[config.mk]
export PLATFORM = sky130hd
export DESIGN_NAME = nonce_collector_flat
export DESIGN_NICKNAME = d
export VERILOG_FILES = /design/src/rtl/nonce_collector_if.sv /design/src/rtl/nonce_collector.sv /design/src/flat_wrapper.sv
export SDC_FILE = /design/constraint.sdc
export NUM_CORES = 1
export LEC_CHECK = 0
export CAP_MARGIN = 10
export CORE_MARGIN = 3
export CORE_UTILIZATION = 45
export CTS_BUF_LIST = sky130_fd_sc_hd__clkbuf_4 sky130_fd_sc_hd__clkbuf_8 sky130_fd_sc_hd__clkbuf_16
export DETAILED_ROUTE_END_ITERATION = 12
export GPL_TIMING_DRIVEN = 0
export HOLD_SLACK_MARGIN = 0.06
export PLACE_DENSITY_LB_ADDON = 0.3
export REMOVE_ABC_BUFFERS = 1
export SYNTH_ARGS = -nofsm -noshare
export SYNTH_HDL_FRONTEND = slang
export SYNTH_SLANG_ARGS = --single-unit
[constraint.sdc]
create_clock -name M1_CLK -period 16.4 [get_ports M1_CLK]
set_clock_uncertainty 0.2 [all_clocks]
set_input_delay 3.28 -clock M1_CLK [delete_from_list [all_inputs] [get_ports M1_CLK]]
set_output_delay 3.28 -clock M1_CLK [all_outputs]
set_load 0.02 [all_outputs]
[src/rtl/nonce_collector_if.sv]
// Bus bundle between nonce_collector (master) and the macro array / register bank (slave).
// NONCE_COLLECTOR_TIMESTAMP_EN adds the STAMP_OUT head-stamp signal.
interface nonce_collector_if #(
    parameter int NUM_MACROS = 4,
    parameter int FIFO_DEPTH = 4
);
    logic                          SCAN_EN;
    logic [NUM_MACROS-1:0]         DATA_AVAILABLE;
    logic [7:0]                    DATA_FROM_HASH;
    logic [NUM_MACROS-1:0]         MACRO_RD_SELECT;
    logic [5:0]                    HASH_ADDR;
    logic                          POP;
    logic [31:0]                   NONCE_OUT;
    logic [3:0]                    MACRO_ID_OUT;
    logic [$clog2(FIFO_DEPTH):0]   FIFO_COUNT;
    logic                          FIFO_EMPTY;
    logic                          FIFO_FULL;
    logic                          IRQ;
`ifdef NONCE_COLLECTOR_TIMESTAMP_EN
    logic [15:0]                   STAMP_OUT;
`endif

    modport master (
        input  SCAN_EN, DATA_AVAILABLE, DATA_FROM_HASH, POP,
        output MACRO_RD_SELECT, HASH_ADDR, NONCE_OUT, MACRO_ID_OUT,
               FIFO_COUNT, FIFO_EMPTY, FIFO_FULL, IRQ
`ifdef NONCE_COLLECTOR_TIMESTAMP_EN
        , output STAMP_OUT
`endif
    );

    modport slave (
        output SCAN_EN, DATA_AVAILABLE, DATA_FROM_HASH, POP,
        input  MACRO_RD_SELECT, HASH_ADDR, NONCE_OUT, MACRO_ID_OUT,
               FIFO_COUNT, FIFO_EMPTY, FIFO_FULL, IRQ
`ifdef NONCE_COLLECTOR_TIMESTAMP_EN
        , input STAMP_OUT
`endif
    );
endinterface

[src/rtl/nonce_collector.sv]
// Round-robin nonce collector: burst-reads pending macro results into a small FIFO with IRQ.
// Optional NONCE_COLLECTOR_TIMESTAMP_EN stores a 16-bit free-running stamp with each entry.
module nonce_collector #(
    parameter int         NUM_MACROS  = 4,
    parameter int         FIFO_DEPTH  = 4,
    parameter logic [5:0] RESULT_BASE = 6'h00,
    parameter logic [5:0] CLEAR_ADDR  = 6'h3F
) (
    input  logic              M1_CLK,
    input  logic              RST,
    nonce_collector_if.master bus
);
    localparam int SELW = (NUM_MACROS > 1) ? $clog2(NUM_MACROS) : 1;
    localparam int PW   = $clog2(FIFO_DEPTH);
    localparam int CW   = PW + 1;

    typedef enum logic [1:0] {IDLE, READ, LAST, WAIT_CLR} state_t;

    typedef struct packed {
`ifdef NONCE_COLLECTOR_TIMESTAMP_EN
        logic [15:0] stamp;
`endif
        logic [3:0]  id;
        logic [31:0] nonce;
    } entry_t;

    state_t                 state_q;
    logic [SELW-1:0]        sel_q, rr_q;
    logic [1:0]             cnt_q;
    logic [23:0]            nonce_q;
    logic [NUM_MACROS-1:0]  rd_sel_q;
    logic [5:0]             addr_q;

    logic [PW-1:0]          wr_q, rd_q;
    logic [CW-1:0]          fcnt_q, fcnt_d;
    logic                   irq_q;
    entry_t                 fifo_q [FIFO_DEPTH];
    entry_t                 push_e, head;
    logic                   push, pop, empty, full;

    logic [SELW-1:0]        pick;
    logic                   pick_vld;

`ifdef NONCE_COLLECTOR_TIMESTAMP_EN
    logic [15:0]            ts_q;

    always_ff @(posedge M1_CLK or posedge RST) begin
        if (RST) ts_q <= '0;
        else     ts_q <= ts_q + 16'd1;
    end
`endif

    // First pending macro at or after rr_q; scanning downward lets the nearest one win.
    always_comb begin : pick_c
        int j;
        j        = 0;
        pick     = '0;
        pick_vld = 1'b0;
        for (int i = NUM_MACROS - 1; i >= 0; i--) begin
            j = int'(rr_q) + i;
            if (j >= NUM_MACROS) j = j - NUM_MACROS;
            if (bus.DATA_AVAILABLE[j[SELW-1:0]]) begin
                pick     = j[SELW-1:0];
                pick_vld = 1'b1;
            end
        end
    end

    always_ff @(posedge M1_CLK or posedge RST) begin
        if (RST) begin
            state_q  <= IDLE;
            sel_q    <= '0;
            rr_q     <= '0;
            cnt_q    <= '0;
            nonce_q  <= '0;
            rd_sel_q <= '0;
            addr_q   <= '0;
        end else begin
            unique case (state_q)
                IDLE: begin
                    if (bus.SCAN_EN && pick_vld && !full) begin
                        sel_q    <= pick;
                        rr_q     <= (pick == SELW'(NUM_MACROS - 1)) ? '0 : pick + 1'b1;
                        cnt_q    <= '0;
                        rd_sel_q <= {{(NUM_MACROS-1){1'b0}}, 1'b1} << pick;
                        addr_q   <= RESULT_BASE;
                        state_q  <= READ;
                    end
                end
                READ: begin
                    // Data trails the address by one cycle, so byte n lands while addr n+1 is out.
                    case (cnt_q)
                        2'd1:    nonce_q[7:0]   <= bus.DATA_FROM_HASH;
                        2'd2:    nonce_q[15:8]  <= bus.DATA_FROM_HASH;
                        2'd3:    nonce_q[23:16] <= bus.DATA_FROM_HASH;
                        default: ;
                    endcase
                    if (cnt_q == 2'd3) begin
                        addr_q  <= CLEAR_ADDR;
                        state_q <= LAST;
                    end else begin
                        cnt_q  <= cnt_q + 2'd1;
                        addr_q <= RESULT_BASE + 6'(cnt_q) + 6'd1;
                    end
                end
                LAST: begin
                    rd_sel_q <= '0;
                    addr_q   <= '0;
                    cnt_q    <= '0;
                    state_q  <= WAIT_CLR;
                end
                WAIT_CLR: begin
                    // Bounded wait: a flag that never drops is simply picked up again later.
                    if (!bus.DATA_AVAILABLE[sel_q] || cnt_q == 2'd3) state_q <= IDLE;
                    else                                             cnt_q   <= cnt_q + 2'd1;
                end
                default: state_q <= IDLE;
            endcase
        end
    end

    assign push  = (state_q == LAST);
    assign empty = (fcnt_q == '0);
    assign full  = (fcnt_q == CW'(FIFO_DEPTH));
    assign pop   = bus.POP && !empty;

    always_comb begin
        push_e       = '0;
        push_e.id    = 4'(sel_q);
        push_e.nonce = {bus.DATA_FROM_HASH, nonce_q};
`ifdef NONCE_COLLECTOR_TIMESTAMP_EN
        push_e.stamp = ts_q;
`endif
    end

    always_comb begin
        fcnt_d = fcnt_q;
        case ({push, pop})
            2'b10:   fcnt_d = fcnt_q + 1'b1;
            2'b01:   fcnt_d = fcnt_q - 1'b1;
            default: ;
        endcase
    end

    always_ff @(posedge M1_CLK or posedge RST) begin
        if (RST) begin
            wr_q   <= '0;
            rd_q   <= '0;
            fcnt_q <= '0;
            irq_q  <= 1'b0;
            for (int i = 0; i < FIFO_DEPTH; i++) fifo_q[i] <= '0;
        end else begin
            if (push) begin
                fifo_q[wr_q] <= push_e;
                wr_q         <= wr_q + 1'b1;
            end
            if (pop) rd_q <= rd_q + 1'b1;
            fcnt_q <= fcnt_d;
            irq_q  <= (fcnt_d != '0);
        end
    end

    assign head                = fifo_q[rd_q];
    assign bus.MACRO_RD_SELECT = rd_sel_q;
    assign bus.HASH_ADDR       = addr_q;
    assign bus.NONCE_OUT       = empty ? '0 : head.nonce;
    assign bus.MACRO_ID_OUT    = empty ? '0 : head.id;
    assign bus.FIFO_COUNT      = fcnt_q;
    assign bus.FIFO_EMPTY      = empty;
    assign bus.FIFO_FULL       = full;
    assign bus.IRQ             = irq_q;
`ifdef NONCE_COLLECTOR_TIMESTAMP_EN
    assign bus.STAMP_OUT       = empty ? '0 : head.stamp;
`endif
endmodule

[src/flat_wrapper.sv]
// flat-port wrapper written by rule: the top's interface ports become plain ports
module nonce_collector_flat 
#(
    parameter int         NUM_MACROS  = 4,
    parameter int         FIFO_DEPTH  = 4,
    parameter logic [5:0] RESULT_BASE = 6'h00,
    parameter logic [5:0] CLEAR_ADDR  = 6'h3F
)
  (M1_CLK, RST, bus_SCAN_EN, bus_DATA_AVAILABLE, bus_DATA_FROM_HASH, bus_POP, bus_MACRO_RD_SELECT, bus_HASH_ADDR, bus_NONCE_OUT, bus_MACRO_ID_OUT, bus_FIFO_COUNT, bus_FIFO_EMPTY, bus_FIFO_FULL, bus_IRQ);
  nonce_collector_if #(.NUM_MACROS(NUM_MACROS), .FIFO_DEPTH(FIFO_DEPTH)) bus_i ();
  input  logic M1_CLK;
  input  logic RST;
  input wire logic [$bits(bus_i.SCAN_EN)-1:0] bus_SCAN_EN;
  input wire logic [$bits(bus_i.DATA_AVAILABLE)-1:0] bus_DATA_AVAILABLE;
  input wire logic [$bits(bus_i.DATA_FROM_HASH)-1:0] bus_DATA_FROM_HASH;
  input wire logic [$bits(bus_i.POP)-1:0] bus_POP;
  output wire logic [$bits(bus_i.MACRO_RD_SELECT)-1:0] bus_MACRO_RD_SELECT;
  output wire logic [$bits(bus_i.HASH_ADDR)-1:0] bus_HASH_ADDR;
  output wire logic [$bits(bus_i.NONCE_OUT)-1:0] bus_NONCE_OUT;
  output wire logic [$bits(bus_i.MACRO_ID_OUT)-1:0] bus_MACRO_ID_OUT;
  output wire logic [$bits(bus_i.FIFO_COUNT)-1:0] bus_FIFO_COUNT;
  output wire logic [$bits(bus_i.FIFO_EMPTY)-1:0] bus_FIFO_EMPTY;
  output wire logic [$bits(bus_i.FIFO_FULL)-1:0] bus_FIFO_FULL;
  output wire logic [$bits(bus_i.IRQ)-1:0] bus_IRQ;
  assign bus_i.SCAN_EN = bus_SCAN_EN;
  assign bus_i.DATA_AVAILABLE = bus_DATA_AVAILABLE;
  assign bus_i.DATA_FROM_HASH = bus_DATA_FROM_HASH;
  assign bus_i.POP = bus_POP;
  assign bus_MACRO_RD_SELECT = bus_i.MACRO_RD_SELECT;
  assign bus_HASH_ADDR = bus_i.HASH_ADDR;
  assign bus_NONCE_OUT = bus_i.NONCE_OUT;
  assign bus_MACRO_ID_OUT = bus_i.MACRO_ID_OUT;
  assign bus_FIFO_COUNT = bus_i.FIFO_COUNT;
  assign bus_FIFO_EMPTY = bus_i.FIFO_EMPTY;
  assign bus_FIFO_FULL = bus_i.FIFO_FULL;
  assign bus_IRQ = bus_i.IRQ;
  nonce_collector #(.NUM_MACROS(NUM_MACROS), .FIFO_DEPTH(FIFO_DEPTH), .RESULT_BASE(RESULT_BASE), .CLEAR_ADDR(CLEAR_ADDR)) u_core (.M1_CLK(M1_CLK), .RST(RST), .bus(bus_i));
endmodule
# --- Word level (Yosys, flattened, before mapping) ---
# Index checks and enable logic that the tools add are counted.
word_totals:
  out_inout_bits: 52
  reg_bits: 194
  word_cells: 131
op_classes:
  reduce_logical: 21
  add_sub_neg: 14
  n_eq_ne: 15
  bitwise_logic: 2
  magnitude_cmp: 12
  shifts: 1
  muxes: 45
op_table:
  columns: ["cell", "count"]
  rows:
  - ["bitwise mux 144 bit", 1]
  - ["two-way mux 36 bit", 3]
  - ["binary-select mux 36 bit (select 2 bit)", 1]
  - ["demux 36 bit (select 2 bit)", 1]
  - ["two-way mux 32 bit", 1]
  - ["two-way mux 2 bit", 15]
  - ["case mux 6 bit (3 select lines)", 1]
  - ["case mux 2 bit (4 select lines)", 2]
  - ["greater-or-equal comparator 3 bit, second input constant", 5]
  - ["< comparator 2 x 3 -> 1 bit, second input constant", 5]
  - ["equality test 2 bit, second input constant", 6]
  - ["two-way mux 6 bit", 2]
  - ["AND reduction 2 bit", 6]
  - ["binary-select mux 1 bit (select 2 bit)", 5]
  - ["two-way mux 1 bit", 9]
  - ["adder 2 x 1 -> 2 bit, second input constant", 4]
  - ["two-way mux 4 bit", 2]
  - ["case mux 4 bit (2 select lines)", 1]
  - ["subtractor 2 x 1 -> 2 bit, second input constant", 4]
  - ["adder 2 x 1 -> 3 bit, second input constant", 2]
  - ["adder 2 x 2 -> 3 bit, second input constant", 2]
  - ["equality test 2 x 1 -> 1 bit, second input constant", 3]
  - ["inequality test 2 x 1 -> 1 bit, second input constant", 3]
  - ["NOT 2 -> 3 bit", 2]
  - ["16 further kinds", 24]

# --- Depth between registers and ports, before layout ---
# Gate-level depths: netlist (run 1).
depth:
  word_depth: 13
  ltp_mapped: 11
  mapped_depth_nobuf: 10

# --- Worst setup path before layout (run 1) ---
# Ideal clock, no wire load.
synth_path:
  path_type: "input to register"
  from: "input port bus_POP"
  to: "register u_core.irq_q (netlist: u_core.bus.IRQ)"
  t_required_ps: 16069
  setup_slack_ps: 11301
  t_arrival_ps: 4768
  setup_ps: 131
  stages: 8
  path_cell_list: "nor2b_1 -> ha_1 -> inv_1 -> fa_1 -> xor2_1 -> nor2_1 -> xor2_1 -> or3_1"
synth_between:
  elab_chain_len: 4
  elab_cells_between_ends: 5
  cone_classes: "2 x eq/ne; 1 x mux; 2 x reduce/logical"
synth_lines:
  columns: ["element", "line_no", "text"]
  rows:
  - ["start, declared", "flat_wrapper.sv:16", "input wire logic [$bits(bus_i.POP)-1:0] bus_POP;"]
  - ["logical AND 1 bit *", "nonce_collector.sv:125", "assign pop = bus.POP && !empty;"]
  - ["equality test 2 x 1 -> 1 bit / equality test 2 bit (equally long branches)", "nonce_collector.sv:138", "case ({push, pop})"]
  - ["case mux 3 bit (2 select lines) *", "nonce_collector.sv:138", null]
  - ["named net u_core.fcnt_d[2]", "nonce_collector.sv:35", "logic [CW-1:0] fcnt_q, fcnt_d;"]
  - ["nonzero test 3 bit *", "nonce_collector.sv:159", "irq_q <= (fcnt_d != '0);"]
  - ["end signal, assigned", "nonce_collector.sv:159", null]
  - ["end, declared", "nonce_collector.sv:36", "logic irq_q;"]
# The timed path passes the listed nets; every way through them passes the cells marked *.
# A chain may end at the register's enable or synchronous reset.

# --- Final worst setup path (run 1) ---
layout_path:
  from: "register u_core.rd_q[0]"
  to: "output port bus_MACRO_ID_OUT[0]"
layout_between:
  elab_chain_len: 5
layout_lines:
  columns: ["element", "line_no", "text"]
  rows:
  - ["start, declared", "nonce_collector.sv:34", "logic [PW-1:0] wr_q, rd_q;"]
  - ["start signal, assigned", "nonce_collector.sv:157", "if (pop) rd_q <= rd_q + 1'b1;"]
  - ["NOT 2 -> 3 bit (implied by the code)", "nonce_collector.sv:163", "assign head = fifo_q[rd_q];"]
  - ["binary-select mux 36 bit (select 2 bit)", "nonce_collector.sv:163", null]
  - ["two-way mux 36 bit (implied by the code) (2 in series)", "nonce_collector.sv:163", null]
  - ["two-way mux 4 bit", "nonce_collector.sv:167", "assign bus.MACRO_ID_OUT = empty ? '0 : head.id;"]
  - ["end, declared", "flat_wrapper.sv:20", "output wire logic [$bits(bus_i.MACRO_ID_OUT)-1:0] bus_MACRO_ID_OUT;"]
# No other way between the ends. The select of a mux whose other input is x is not followed.

==> results of run 1 <==
[layout make-up]
| type | count | share of cell area, % |
|---|---|---|
| repair buffers | 74 | 8.49 |
| clock buffers | 24 | 5.20 |
| inverters | 17 | 0.720 |
| multi-input cells | 316 | 35.8 |
| well taps | 229 | 2.89 |
| clock inverters | 7 | 0.682 |
| flip-flops and latches | 183 | 46.2 |
[worst max-delay path: cells and delay by family (launching register included)]
kind,cells,cell delay [ns]
muxes,1,0.52
buffers and inverters,2,0.85
and+or+nand+nor,1,0.19
DFF,1,0.74
[flip-flops by register name, summed over array words and instances, names as in the netlist]
name	count
u_core.nonce_q	24
u_core.state_q	2
u_core.fifo_q	136
u_core.cnt_q	2
u_core.rr_q	2
u_core.sel_q	2
u_core.bus.HASH_ADDR	3
u_core.bus.IRQ	1
u_core.bus.FIFO_COUNT	3
u_core.wr_q	2
u_core.rd_q	2
u_core.bus.MACRO_RD_SELECT	4
[layer usage]
metal | up-vias | global-route usage (%) | wire length (um)
met1 | 2442 | 23.9 | 7810
li1 | 2079 | - | -
met2 | 68 | 30.3 | 8500
met4 | 0 | 4.39 | 153
met3 | 17 | 4.03 | 434
met5 | - | 0 | 0
[cells in the final DEF, fill, tap and decap left out, types with 2 or more instances in the layout]
master	instances
a22o_1	3
ha_1	18
buf_16	2
mux2i_1	5
nand2_1	8
xnor2_1	2
clkinvlp_4	3
buf_12	6
mux2_2	164
o21ai_0	8
dfrtp_1	181
clkbuf_16	17
conb_1	2
mux4_2	35
inv_1	16
nand2_2	4
xor2_1	4
nor2_1	4
nor2b_1	37
clkbuf_8	6
a21oi_1	3
clkinv_2	3
dfrtp_2	2
or3_1	2
clkdlybuf4s50_1	65
[kinds of logic after synthesis]
kind of cell | count (synthesis) | synth area share [%]
flip-flops | 183 | 54.9
other | 1 | 0.0450
AO/OA/AOI/OAI | 23 | 1.98
XOR/XNOR | 6 | 0.630
multiplexers | 205 | 32.4
adder cells (fa/ha/maj) | 19 | 2.94
buffers and inverters | 48 | 2.79
AND/OR/NAND/NOR | 61 | 4.28
[where the power goes]
group	switching (mW)	total, mW	internal (mW)
Clock	0.164	0.398	0.234
Sequential	0.157	0.836	0.680
Combinational	0.453	1.07	0.618
Total	0.774	2.30	1.53
[worst paths after layout]
kind                            depth (start not counted)                  end
worst max-delay path                                    4  bus_MACRO_ID_OUT[0]
worst min-delay path                                    1    u_core.fifo_q[42]
worst max register to register                         10       u_core.bus.IRQ
worst min register to register                          1    u_core.fifo_q[42]
max in group asynchronous                               3       u_core.bus.IRQ
min in group asynchronous                               2    u_core.fifo_q[46]
[per-stage QoR]
step / utilization, % / setup WS, ns / cells / total power [mW]
after CTS: 54.8 / 10.12 / 850 / 2.33
after global routing: 54.8 / 10.02 / 850 / 2.45
after global placement: 50.4 / 6.00 / 810 / 1.85
final: 54.8 / 10.19 / 850 / 2.30
after detailed placement: 51.6 / 10.59 / 819 / 1.93
after floorplan: - / 7.95 / 516 / 1.52
==> reports/qor.yml, run 1 <==
syn_area_mm2: 0.00834
worst_pin_slew_ns: 0.701
grt_first_pass_wirelength_um: 28000
dr.pass1.iters: 4
stdcell_area_mm2: 0.00991
cts_tree: "done"
crit_chain: "buf_12, mux4_2, nor2b_1, clkdlybuf4s50_1"
max_slew_margin_pct: 53.1
num_vias: 4606
place_area_mm2: 0.00932
hold_class: "reg2reg"
synth_seq_cells: 183
ys_top_cells_by_count: "dfrtp_1, mux2_2, nor2b_1"
clk_path_buf_depth: 2
ant_nets: 0
hold_path.startpoint: "u_core.fifo_q[42]"
synth.largest_area_cell: "dfrtp_1"
period_minus_slack_ns: 6.21
core_area_mm2: 0.0181
fmax_mhz: 161
critPathMaxFanout: 21
synth-main-ff-cell: "dfrtp_1"
period_share_pct: 37.9
place.gp.congestion: 0.791
syn2layout_area_growth_pct: 18.9
critPathKind: "reg2out"
reg2reg_slack_ns: 13.54
rsz0062_at_grt: "no"
start_util_pct: 46.1
ios: 68
antenna_found_initial: 0
vdd_ir_drop_max_mv: 0.105
postCtsSetupBuffers: 0
powerDensity_mw_per_mm2: 233
synth_cell_types: 37
drt_drc_violations_left: 0
clock_latency_ns: 0.43
netlist_instances: 546
status: "completed"
setup_tns_ns: 0
async_reset_ff_share_pct: 100
slowest_delay_ns: 0.74
cts_hold_buf: 0
setup_violations: 0
wl_per_cell_um: 19.9
endpoint_kind: "output port"
drive_gt1_share_pct: 40.7
synth_edf_count: 0
crit_slowest_cell: "dfrtp_2"
grt_pass1_vias: 5203
htree_levels: 4
vias_per_cell: 5.42
yosysWarnings: 0
numCtsBuffers: 17
worst_hold_slack_ns: 0.301
yosysTopAreaCellShare_pct: 54.9
syn_area_per_cell_um2: 15.3
clockRootBuffer: "clkbuf_16"
crit_start: "u_core.rd_q[0]"
cts-resized-gates: 0
rows: 49
worstReg2RegStart: "u_core.bus.FIFO_COUNT[1]"
critPathRequiredTime_ns: 12.92
drv_cap: 0
grtUsageTotal_pct: 18.0
nFillCells: 1432
antennaDiodeCount: 0
hold_viol: 0
portBuffers: 65
multi_input_area_mm2: 0.00354
synth_most_common_cell: "dfrtp_1"
routed_wl_um: 16900
cts_sinks: 183
grt_max_degree: 133
seq_area_frac_synth_pct: 54.9
fin_nets: 644
chipWidth_um: 142
synth_area_leaders: "dfrtp_1, mux2_2, mux4_2, nor2b_1, ha_1"
cp_data_arrival_time_ns: 2.73
die_h_um: 142
die_area_mm2: 0.0202
dr.first_iter.drc_count: 166
slew_violations: 0
startpoint_type: "register"
clk_pin_slew_ns: 0.06
grt-ovfl-total: 0
p_leak_nw: 4.26
hpwl_um: 10600
seq_area_mm2: 0.00458
Note: power is estimated with default switching activity, not from simulation.
==> inputs of run 2 (changes only) <==
- clock period: 16.4 -> 6 ns (I/O delays scaled with it)
==> results of run 2 <==
The final DEF is identical to that of run 1. Status: completed.
Among the figures that moved: setup slack after placement 10.59 ns -> 2.27 ns; setup slack after layout 10.19 ns -> 1.87 ns; register-to-register setup slack 13.54 ns -> 3.14 ns; total power 2.30 mW -> 6.30 mW; worst IR drop on VDD 0.105 mV -> 0.287 mV
==> inputs of run 3 (changes only) <==
- clock period: 6 -> 3.55 ns (I/O delays scaled with it)
==> reports/qor.yml, run 3 (synthesis results as in run 1) <==
slowest_delay_ns: 0.54
reg2reg_slack_ns: 0.69
vias_per_cell: 5.41
grtUsageTotal_pct: 18.0
dp_cells: 819
powerDensity_mw_per_mm2: 1080
die_h_um: 142
worst_pin_slew_ns: 0.711
ant_nets: 0
hpwl_um: 10600
die_area_mm2: 0.0202
rsz0062_at_grt: "no"
hold_depth: 1
antenna_found_initial: 0
syn2layout_area_growth_pct: 19.1
slew_violations: 0
clock_latency_ns: 0.43
nFillCells: 1427
clk_path_buf_depth: 2
cp_data_arrival_time_ns: 2.44
dr.first_iter.drc_count: 158
r2r_cells: 10
critPathKind: "reg2out"
clk_pin_slew_ns: 0.06
endpoint_kind: "output port"
rows: 49
worst_hold_slack_ns: 0.300
crit_family: "buffers and inverters"
fin_ws_ns: 0.205
whs_endpoint: "u_core.fifo_q[42]"
stdcell_area_mm2: 0.00993
fin_nets: 645
worstReg2RegStart: "u_core.bus.FIFO_COUNT[1]"
p_total_mw: 10.7
setup_violations: 0
grt_max_degree: 133
dr.pass1.iters: 4
drv_cap: 0
hold_class: "reg2reg"
largest_register_ffs: 136
critPathMaxFanout: 15
numCtsBuffers: 17
start_util_pct: 46.1
drive_gt1_share_pct: 40.8
postLayoutCoreUtil_pct: 54.9
chipWidth_um: 142
clockRootBuffer: "clkbuf_16"
grt-ovfl-total: 0
path_buf_inv: 3
portBuffers: 65
p_leak_nw: 4.27
ios: 68
critPathRequiredTime_ns: 2.64
antennaDiodeCount: 0
htree_levels: 4
stdcell_count: 851
crit_chain: "nor3_4, buf_16, buf_8, nor2b_1, clkdlybuf4s50_1"
final_cell_mix: "dfrtp_1, mux2_2, clkdlybuf4s50_1, nor2b_1, mux4_2"
fmax_mhz: 299
status: "completed"
vdd_ir_drop_max_mv: 0.482
core_area_mm2: 0.0181
crit_slowest_cell: "clkdlybuf4s50_1"
routed_wl_um: 16900
hold_path.startpoint: "u_core.fifo_q[42]"
r2r_end: "u_core.bus.IRQ"
period_minus_slack_ns: 3.35
setup_tns_ns: 0
mostFrequentLayoutCell: "dfrtp_1"
place_area_mm2: 0.00932
place.gp.congestion: 0.791
hold_viol: 0
cts_tree: "done"
period_share_pct: 94.2
drt_drc_violations_left: 0
wl_per_cell_um: 19.9
startpoint_type: "register"
grt_first_pass_wirelength_um: 28100
dp_slack_ns: 0.315
cts_sinks: 183
num_vias: 4606
max_slew_margin_pct: 52.5
grt_pass1_vias: 5201
regMostFlops: "u_core.fifo_q"
## run 3: changes by cell type in the layout (fill, tap and decap cells not counted), sizes merged
cell | previous run | this run
buf | 9 | 10
## run 3: worst max path at each step
stage | slack [ns] | end | startpoint | cells after the start
global route | 0.06 | bus_NONCE_OUT[0] | u_core.bus.FIFO_COUNT[1] | 5
floorplan | -2.33 | u_core.bus.FIFO_COUNT[0] | RST | 1
CTS | 0.12 | bus_NONCE_OUT[0] | u_core.bus.FIFO_COUNT[1] | 5
global placement | -4.28 | u_core.fifo_q[60] | RST | 2
detailed placement | 0.31 | bus_MACRO_ID_OUT[0] | u_core.rd_q[0] | 4
finish | 0.20 | bus_NONCE_OUT[0] | u_core.bus.FIFO_COUNT[1] | 5
## run 3: where the power goes
group	leakage [nW]	total (mW)	switching, mW	internal (mW)
Combinational	1.80	5.03	2.15	2.88
Sequential	2.19	3.82	0.679	3.14
Clock	0.284	1.84	0.760	1.08
## run 3: final cells by class
class                           count  area, um^2  area share [%]
Clock buffer                       24         515            5.19
Clock inverter                      7        67.6           0.680
Inverter                           17        71.3           0.718
Multi-Input combinational cell    316        3540            35.7
Sequential cell                   183        4580            46.2
Tap cell                          229         287            2.89
Timing Repair Buffer               75         861            8.67
## run 3: metal layers
metal  vias to the layer above  routed length, um  track usage (%)
met2                        66               8510             30.3
li1                       2079                  -                -
met5                         -                  0                0
met1                      2444               7820             24.0
met4                         0                154             4.39
met3                        17                459             4.03
## run 3: repair_timing
item | CTS | global route
hold buffers | 0 | 0
resized for setup | 1 | 0
buffers inserted | 1 | 0
setup endpoints to repair | 21 | 0
